### src/rtl/cc_pkg.sv
// cc_pkg: shared types and constants for the draw controller.
// FSM state enum, default pool depth, pool data width.
package cc_pkg;

  localparam int POOL_SIZE_DEF = 400;
  localparam int DATA_W        = 8;

  typedef enum logic [2:0] {
    ST_IDLE,
    ST_FILL,
    ST_ARB,
    ST_READ,
    ST_WAIT,
    ST_DELIVER
  } cc_state_e;

endpackage

### src/rtl/cc_rr_arb.sv
// cc_rr_arb: combinational round-robin pick.
// In: req, ptr (last granted). Out: pick_oh, pick_idx, pick_any.
module cc_rr_arb #(
  parameter int NREQ = 4,
  parameter int IW   = (NREQ > 1) ? $clog2(NREQ) : 1
) (
  input  logic [NREQ-1:0] req,
  input  logic [IW-1:0]   ptr,
  output logic [NREQ-1:0] pick_oh,
  output logic [IW-1:0]   pick_idx,
  output logic            pick_any
);

  logic [IW-1:0] c;

  // Scan from farthest to nearest offset so the
  // index just above ptr is the last (winning) write.
  always_comb begin
    c        = '0;
    pick_idx = '0;
    pick_any = 1'b0;
    for (int i = NREQ; i >= 1; i--) begin
      c = IW'((int'(ptr) + i) % NREQ);
      if (req[c]) begin
        pick_idx = c;
        pick_any = 1'b1;
      end
    end
    pick_oh = '0;
    if (pick_any) pick_oh[pick_idx] = 1'b1;
  end

endmodule

### src/rtl/cc_draw_ctrl.sv
// cc_draw_ctrl: shares a number-pool generator among NREQ requesters.
// Ports: req/gnt/dout to clients; pool_* to generator; remaining/busy/err status.
module cc_draw_ctrl
  import cc_pkg::*;
#(
  parameter int NREQ      = 4,
  parameter int POOL_SIZE = POOL_SIZE_DEF,
  parameter int RD_W      = 2,
  parameter int RD_LAT    = 2,
  parameter int FILL_TMO  = 4095
) (
  input  logic              clk,
  input  logic              rst,
  input  logic [NREQ-1:0]   req,
  output logic [NREQ-1:0]   gnt,
  output logic [DATA_W-1:0] dout,
  output logic              pool_start,
  input  logic              pool_ready,
  output logic              pool_read,
  input  logic [DATA_W-1:0] pool_num,
  output logic [8:0]        remaining,
  output logic              busy,
  output logic              err
);

  localparam int IW = (NREQ > 1) ? $clog2(NREQ) : 1;
  localparam int CW = $clog2(FILL_TMO + RD_W + RD_LAT + 1);

  cc_state_e state_q, state_d;

  logic [CW-1:0]     cnt_q, cnt_d;
  logic [8:0]        rem_q;
  logic              err_q;
  logic [IW-1:0]     ptr_q, idx_q;
  logic [NREQ-1:0]   oh_q;
  logic [DATA_W-1:0] data_q;

  logic [NREQ-1:0] arb_oh;
  logic [IW-1:0]   arb_idx;
  logic            arb_any;

  logic fill_ok, fill_tmo, arb_take, cap, deliver;

  cc_rr_arb #(
    .NREQ (NREQ),
    .IW   (IW)
  ) u_arb (
    .req      (req),
    .ptr      (ptr_q),
    .pick_oh  (arb_oh),
    .pick_idx (arb_idx),
    .pick_any (arb_any)
  );

  always_comb begin
    state_d    = state_q;
    cnt_d      = '0;
    pool_start = 1'b0;
    pool_read  = 1'b0;
    gnt        = '0;
    dout       = '0;
    fill_ok    = 1'b0;
    fill_tmo   = 1'b0;
    arb_take   = 1'b0;
    cap        = 1'b0;
    deliver    = 1'b0;
    unique case (state_q)
      ST_IDLE: begin
        if (|req)
          state_d = (rem_q == '0) ? ST_FILL : ST_ARB;
      end
      ST_FILL: begin
        cnt_d = cnt_q + CW'(1);
        // entry cycle only pulses start; a stale
        // pool_ready from the last fill is ignored
        if (cnt_q == '0) begin
          pool_start = 1'b1;
        end else if (pool_ready) begin
          fill_ok = 1'b1;
          state_d = ST_ARB;
          cnt_d   = '0;
        end else if (cnt_q == CW'(FILL_TMO)) begin
          fill_tmo = 1'b1;
          state_d  = ST_IDLE;
          cnt_d    = '0;
        end
      end
      ST_ARB: begin
        arb_take = arb_any;
        state_d  = arb_any ? ST_READ : ST_IDLE;
      end
      ST_READ: begin
        pool_read = 1'b1;
        if (cnt_q == CW'(RD_W - 1))
          state_d = ST_WAIT;
        else
          cnt_d = cnt_q + CW'(1);
      end
      ST_WAIT: begin
        if (cnt_q == CW'(RD_LAT - 1)) begin
          cap     = 1'b1;
          state_d = ST_DELIVER;
        end else begin
          cnt_d = cnt_q + CW'(1);
        end
      end
      ST_DELIVER: begin
        deliver = 1'b1;
        gnt     = oh_q;
        dout    = data_q;
        state_d = ST_IDLE;
      end
      default: state_d = ST_IDLE;
    endcase
  end

  always_ff @(posedge clk) begin
    if (rst) begin
      state_q <= ST_IDLE;
      cnt_q   <= '0;
      rem_q   <= '0;
      err_q   <= 1'b0;
      ptr_q   <= IW'(NREQ - 1);
      idx_q   <= '0;
      oh_q    <= '0;
      data_q  <= '0;
    end else begin
      state_q <= state_d;
      cnt_q   <= cnt_d;
      if (fill_ok)
        rem_q <= 9'(POOL_SIZE);
      else if (deliver && rem_q != '0)
        rem_q <= rem_q - 9'd1;
      if (fill_tmo) err_q <= 1'b1;
      if (arb_take) begin
        idx_q <= arb_idx;
        oh_q  <= arb_oh;
      end
      if (cap) data_q <= pool_num;
      if (deliver) ptr_q <= idx_q;
    end
  end

  assign remaining = rem_q;
  assign busy      = (state_q != ST_IDLE);
  assign err       = err_q;

endmodule

### config.mk
export PLATFORM = sky130hd
export DESIGN_NAME = cc_draw_ctrl
export DESIGN_NICKNAME = d
export VERILOG_FILES = /design/src/rtl/cc_pkg.sv /design/src/rtl/cc_rr_arb.sv /design/src/rtl/cc_draw_ctrl.sv
export SDC_FILE = /design/constraint.sdc
export NUM_CORES = 1
export LEC_CHECK = 0
export ABC_AREA = 1
export BUFFER_PORTS_ARGS = -buffer_cell sky130_fd_sc_hd__buf_2
export CORE_ASPECT_RATIO = 0.75
export CORE_UTILIZATION = 56
export CTS_CLUSTER_SIZE = 25
export DETAILED_ROUTE_END_ITERATION = 10
export PLACE_DENSITY_LB_ADDON = 0.08
export SETUP_SLACK_MARGIN = 0.2
export SYNTH_ARGS = -nofsm -noshare
export SYNTH_HDL_FRONTEND = slang
export SYNTH_SLANG_ARGS = --single-unit
### constraint.sdc
create_clock -name clk -period 1.9 [get_ports clk]
set_clock_uncertainty 0.1 [all_clocks]
set_input_delay 0.285 -clock clk [delete_from_list [all_inputs] [get_ports clk]]
set_output_delay 0.285 -clock clk [all_outputs]
set_load 0.02 [all_outputs]
# Word level (Yosys, flattened, before mapping)
# Index checks and enable logic that the tools add are counted.
[totals]
reg_bits = 42
in_bits = 15
out_inout_bits = 25
wordCells = 96
[op_classes]
add_sub_neg = 6
magnitude_cmp = 6
n_eq_ne = 12
mux = 51
n_reduce_logical = 12
[op_table]
columns = ["cell", "n"]
rows = [
  ["2-to-1 mux 13 bit", 4],
  ["one-hot mux 13 bit (2 select lines)", 1],
  ["2-to-1 mux 1 bit", 23],
  ["2-to-1 mux 3 bit", 6],
  ["2-to-1 mux 9 bit", 2],
  ["less-than comparator 2 x 3 -> 1 bit, second input constant", 5],
  ["one-hot mux 3 bit (5 select lines)", 1],
  ["adder 13 x 1 -> 13 bit, second input constant", 1],
  ["== test 13 x 1 -> 1 bit, second input constant", 1],
  ["== test 13 x 12 -> 1 bit, second input constant", 1],
  ["logical NOT 13 bit", 1],
  ["2-to-1 mux 2 bit", 6],
  ["logical NOT 9 bit", 1],
  ["nonzero test 9 bit", 1],
  ["subtractor 9 x 1 -> 9 bit, second input constant", 1],
  ["binary-select mux 1 bit (select 2 bit)", 4],
  ["2-to-1 mux 4 bit", 2],
  ["2-to-1 mux 8 bit", 1],
  ["inequality test 2 bit, second input constant", 4],
  ["== test 3 x 2 -> 1 bit, second input constant", 2],
  ["== test 3 bit, second input constant", 2],
  ["AND reduction 5 bit", 1],
  ["adder 2 x 1 -> 2 bit, second input constant", 2],
  ["adder 2 bit, second input constant", 2],
  ["other kinds (10)", 12],
]

# Longest topological paths before layout
[depth]
depth_word = 12
mapped_depth = 13
mapped_depth_nobuf = 13

# Hierarchy
# A second synthesis with hierarchy kept.
[unflattened]
hier_cells = 366
area_unflattened_um2 = 2462.4
[modules_own_cells]
columns = ["module", "instances", "cells_each", "area_per_inst_um2", "seq_area_each_um2"]
rows = [
  ["cc_draw_ctrl", 1, 302, 2134.5, 840.8],
  ["cc_rr_arb", 1, 64, 327.8, 0.0],
]

# Least setup slack after synthesis
# No wires, ideal clock.
[synth_timing]
kind = "register to output"
from = "register state_q[0]"
to = "output port pool_start"
arrival_ps = 1537
t_required_ps = 1515
setup_slack_ps = -22
stages_incl_launch_ff = 5
path_buffers = 0
cell_sequence = "dfxtp_1 inv_1 nor3_2 inv_1 nor4b_1"
[synth_via]
elab_chain_len = 2
[synth_lines]
columns = ["element", "line_no", "source"]
rows = [
  ["start: declaration", "cc_draw_ctrl.sv:29", "cc_state_e state_q, state_d;"],
  ["start signal: assignment", "cc_draw_ctrl.sv:128", "state_q <= state_d;"],
  ["== test 3 x 1 -> 1 bit", "cc_draw_ctrl.sv:67", "unique case (state_q)"],
  ["2-to-1 mux 1 bit", "cc_draw_ctrl.sv:67", ""],
  ["end: declaration", "cc_draw_ctrl.sv:17", "output logic pool_start,"],
]
# No other way between the ends.

# Final worst setup path
[layout_timing]
from = "register cnt_q[1]"
to = "register cnt_q[11]"
[layout_via]
elab_chain_len = 5
elab_cells_between_ends = 9
classes_between = "1 x add/sub; 2 x eq/ne; 5 x mux; 1 x reduce/logical"
[layout_lines]
columns = ["element", "line_no", "source"]
rows = [
  ["start: declaration", "cc_draw_ctrl.sv:31", "logic [CW-1:0] cnt_q, cnt_d;"],
  ["start signal: assignment", "cc_draw_ctrl.sv:129", "cnt_q <= cnt_d;"],
  ["adder 13 x 1 -> 13 bit / == test 13 x 12 -> 1 bit (equally long branches)", "-", ""],
  ["2-to-1 mux 13 bit", "cc_draw_ctrl.sv:82", "end else if (cnt_q == CW'(FILL_TMO)) begin"],
  ["2-to-1 mux 13 bit", "cc_draw_ctrl.sv:78", "end else if (pool_ready) begin"],
  ["2-to-1 mux 13 bit", "cc_draw_ctrl.sv:76", "if (cnt_q == '0) begin"],
  ["one-hot mux 13 bit (2 select lines) (*)", "cc_draw_ctrl.sv:67", ""],
]
# Every way passes the cells marked *; elsewhere a longest branch is shown, timed or not.
# A chain may end at the register's enable or synchronous reset.

==> impl_metrics.yaml <==
sta:
  min_period_ns: 1.85
  worst_slew_pin_slew_ns: 0.386
  post-route-period-util_pct: 97.4
  finalSetupViolations: 0
  hold_violations: 0
  relSlewSlack_pct: 74.3
  slew_viol_final: 0
  max_freq_ghz: 0.540
  rsz0062_at_grt: "yes"
setup_path:
  critical_path_class: "flip-flop to flip-flop"
  r2r-end: "cnt_q[11]"
  setup.worst_path.start: "cnt_q[1]"
  path_max_fanout: 5
  endpoint_kind: "flip-flop"
  r2r_start: "cnt_q[1]"
  reg2regPathDepth: 11
  critPathLaunchType: "flip-flop"
  cp_data_required_time_ns: 1.98
  reg2reg_setup_slack_ns: 0.05
  crit_arrival_ns: 1.93
synthesis:
  synthTopCellsByArea: "dfxtp_1, nand2_1, inv_1"
  avgSynthCellArea_sq_um: 6.79
  yosys.area.top_type: "dfxtp_1"
  synth_edf_count: 0
  synth_nets: 365
  ys_seq_area_share_pct: 35.9
  netlist_instances: 345
  ys.flop_type: "dfxtp_1"
  yosysTopAreaCellShare_pct: 35.9
  ys_ff_latch: 42
  synthArstFlopShare_pct: 0
  syn_area_sq_um: 2340
  ys_warn_count: 0
  synth.distinct_cells: 31
clocking:
  clk_latency_ns: 0.30
  cts-htree-levels: 2
  cts_root_buffer: "clkbuf_8"
  ctsLongestPathBuffers: 2
  cts_tree: "yes"
  numCtsBuffers: 5
  hold_buffers: 0
  cts_sinks: 42
  cts.clk_slew.worst_paths_ns: 0.08
floorplan:
  initial_core_util_pct: 61.2
  dieArea_sq_um: 4450
  coreArea_sq_um: 3830
  io_pins: 40
  die-height_microns: 58.0
  num_rows: 19
  die_w_microns: 76.7
grt:
  gr-usage-all-layers_pct: 26.0
  grt_max_degree: 17
  overflow: 0
  grt_pass1_vias: 2130
  grt_pass1_wl_microns: 9260
  antenna_found_initial: 0
detailed_routing:
  via_per_inst: 5.13
  ant_nets: 0
  wl_microns: 6170
  routed-via-count: 2428
  wl_per_cell_microns: 13.0
  drt-initial-drc-count: 174
  dr.pass1.iters: 4
  drt_drc_violations_left: 0
place:
  io_buffers: 39
  dpl-instance-area_sq_um: 2630
  hpwl_microns: 3510
  gp_congestion: 0.947
power:
  cellLeakagePower_uw: 0.00159
  pwr-share-clk_pct: 20.2
  sw_frac_of_total_pct: 39.1
  power_frac_seq_pct: 35.6
  p_comb_share_pct: 44.2
  power_density_nw_per_um2: 895
  internal_power_uw: 1760
  ir_worst_vdd_uv: 693
  power.net_switching_uw: 1130
finish:
  fin_nets: 440
  fin_util_pct: 84.5
  n_antenna_cell: 0
  fin_area_sq_um: 3230
  areaGrowthSynthToFinish_pct: 38.0
  layout-drive-gt1-share_pct: 36.8
hold_path:
  hold_end: "data_q[5]"
  min_from: "pool_num[5]"
  holdCritPathClass: "input pin to flip-flop"
  worstHoldPathCells: 3
outcome:
  status: "complete, no violations"
job:
  maxCapViolCount: 0
cell usage in the layout (no fill, tap or decap), types with 8 or more instances in the layout:
cell	netlist	routed
inv_1	65	59
nand2_2	2	8
dfxtp_1	42	32
nand2_1	75	67
buf_2	2	27
xor2_1	10	10
nor2_2	11	18
o21ai_1	0	8
nand3_1	14	11
buf_4	0	40
a21oi_1	21	20
nor2_4	5	10
nor2_1	45	33
cell families (layout without fill, tap and decap cells):
| group | Yosys count | count (layout) | share of synthesized area (%) |
|---|---|---|---|
| and+or+nand+nor | 172 | 172 | 34.9 |
| DFF | 42 | 42 | 35.9 |
| adders and majority gates | 5 | 5 | 2.67 |
| AOI/OAI and AO/OA | 42 | 42 | 9.83 |
| buffers and inverters | 71 | 147 | 11.8 |
| xor gates and xnor gates | 13 | 13 | 4.86 |
through the flow:
| step | setup slack (ns) | hold slack (ns) | setup TNS (ns) | power, uW | instances |
|---|---|---|---|---|---|
| 3_5_place_dp | 0.0563 | 0.344 | 0 | 1880 | 436 |
| 5_1_grt | -0.00809 | 0.162 | -0.0216 | 3040 | 473 |
| 3_3_place_gp | 0.119 | 0.337 | 0 | 1870 | 436 |
| 2_1_floorplan | 0.115 | 0.325 | 0 | 1670 | 345 |
| 4_1_cts | 0.131 | 0.166 | 0 | 2670 | 465 |
| 6_report | 0.0488 | 0.160 | 0 | 2890 | 473 |
metal layers:
layer	global-route usage, %	vias to the layer above	routed length, microns	part of all wire (%)
met2	45.2	80	2960	48
li1	-	1223	-	-
met3	5.04	20	275	4.5
met1	32.8	1105	2720	44
met4	8.52	0	214	3.5
met5	0	-	0	0
critical path, cell delays in order, from the launching register on:
cell and delay [ns]:
dfxtp_4 0.38, ha_4 0.15, nand2_4 0.06, nor2_4 0.10
nand2_2 0.08, nor2_4 0.13, nand3_4 0.12, nand2_4 0.11
nand3_4 0.11, o211ai_4 0.18, buf_12 0.18, nor2_2 0.04
power by group through the flow:
stage,sequential [uW],combinational [uW],clock (uW)
floorplan,1030,644,0
global placement,1030,836,0
detailed placement,1040,846,0
CTS,1030,1050,597
global route,1040,1370,633
finish,1030,1280,586
cell type report:
class / instances / area (sq um)
multi-input combinational: 232 / 1430
sequential: 42 / 863
fill: 248 / 594
timing repair buffer: 73 / 528
inverter: 66 / 253
clock buffer: 7 / 86.3
tap: 52 / 65.1
clock inverter: 1 / 5.00
synth_stat cells, types with 2 or more instances:
cell type / instances
nor2_2: 11
nand3_1: 14
dfxtp_1: 42
buf_2: 2
clkbuf_1: 2
o211ai_1: 4
nand4_1: 6
inv_1: 65
o21ai_0: 15
ha_1: 5
nor2_1: 45
nor3_1: 3
xnor2_1: 3
nand2_1: 75
a21oi_1: 21
nand2_2: 2
xor2_1: 10
nor2_4: 5
nand3_2: 3
flip-flops by register name, indices dropped and copies added (netlist names):
| register | cells |
|---|---|
| remaining | 9 |
| err | 1 |
| cnt_q | 13 |
| ptr_q | 2 |
| data_q | 8 |
| state_q | 3 |
| oh_q | 4 |
| idx_q | 2 |
worst max-delay path by stage:
stage	to	cells after the start
5_1_grt	cnt_q[10]	11
4_1_cts	pool_start	6
3_5_place_dp	cnt_q[8]	11
2_1_floorplan	dout[0]	5
6_report	cnt_q[11]	11
3_3_place_gp	cnt_q[8]	11
timing repair:
item	4_1_cts	5_1_grt
cloned	1	1
gates resized for setup	37	58
hold endpoints to repair	0	0
endpoints found under the setup margin	32	53
buffers inserted	20	7
pin swaps	9	15
Power figures use the tool's default switching activity.
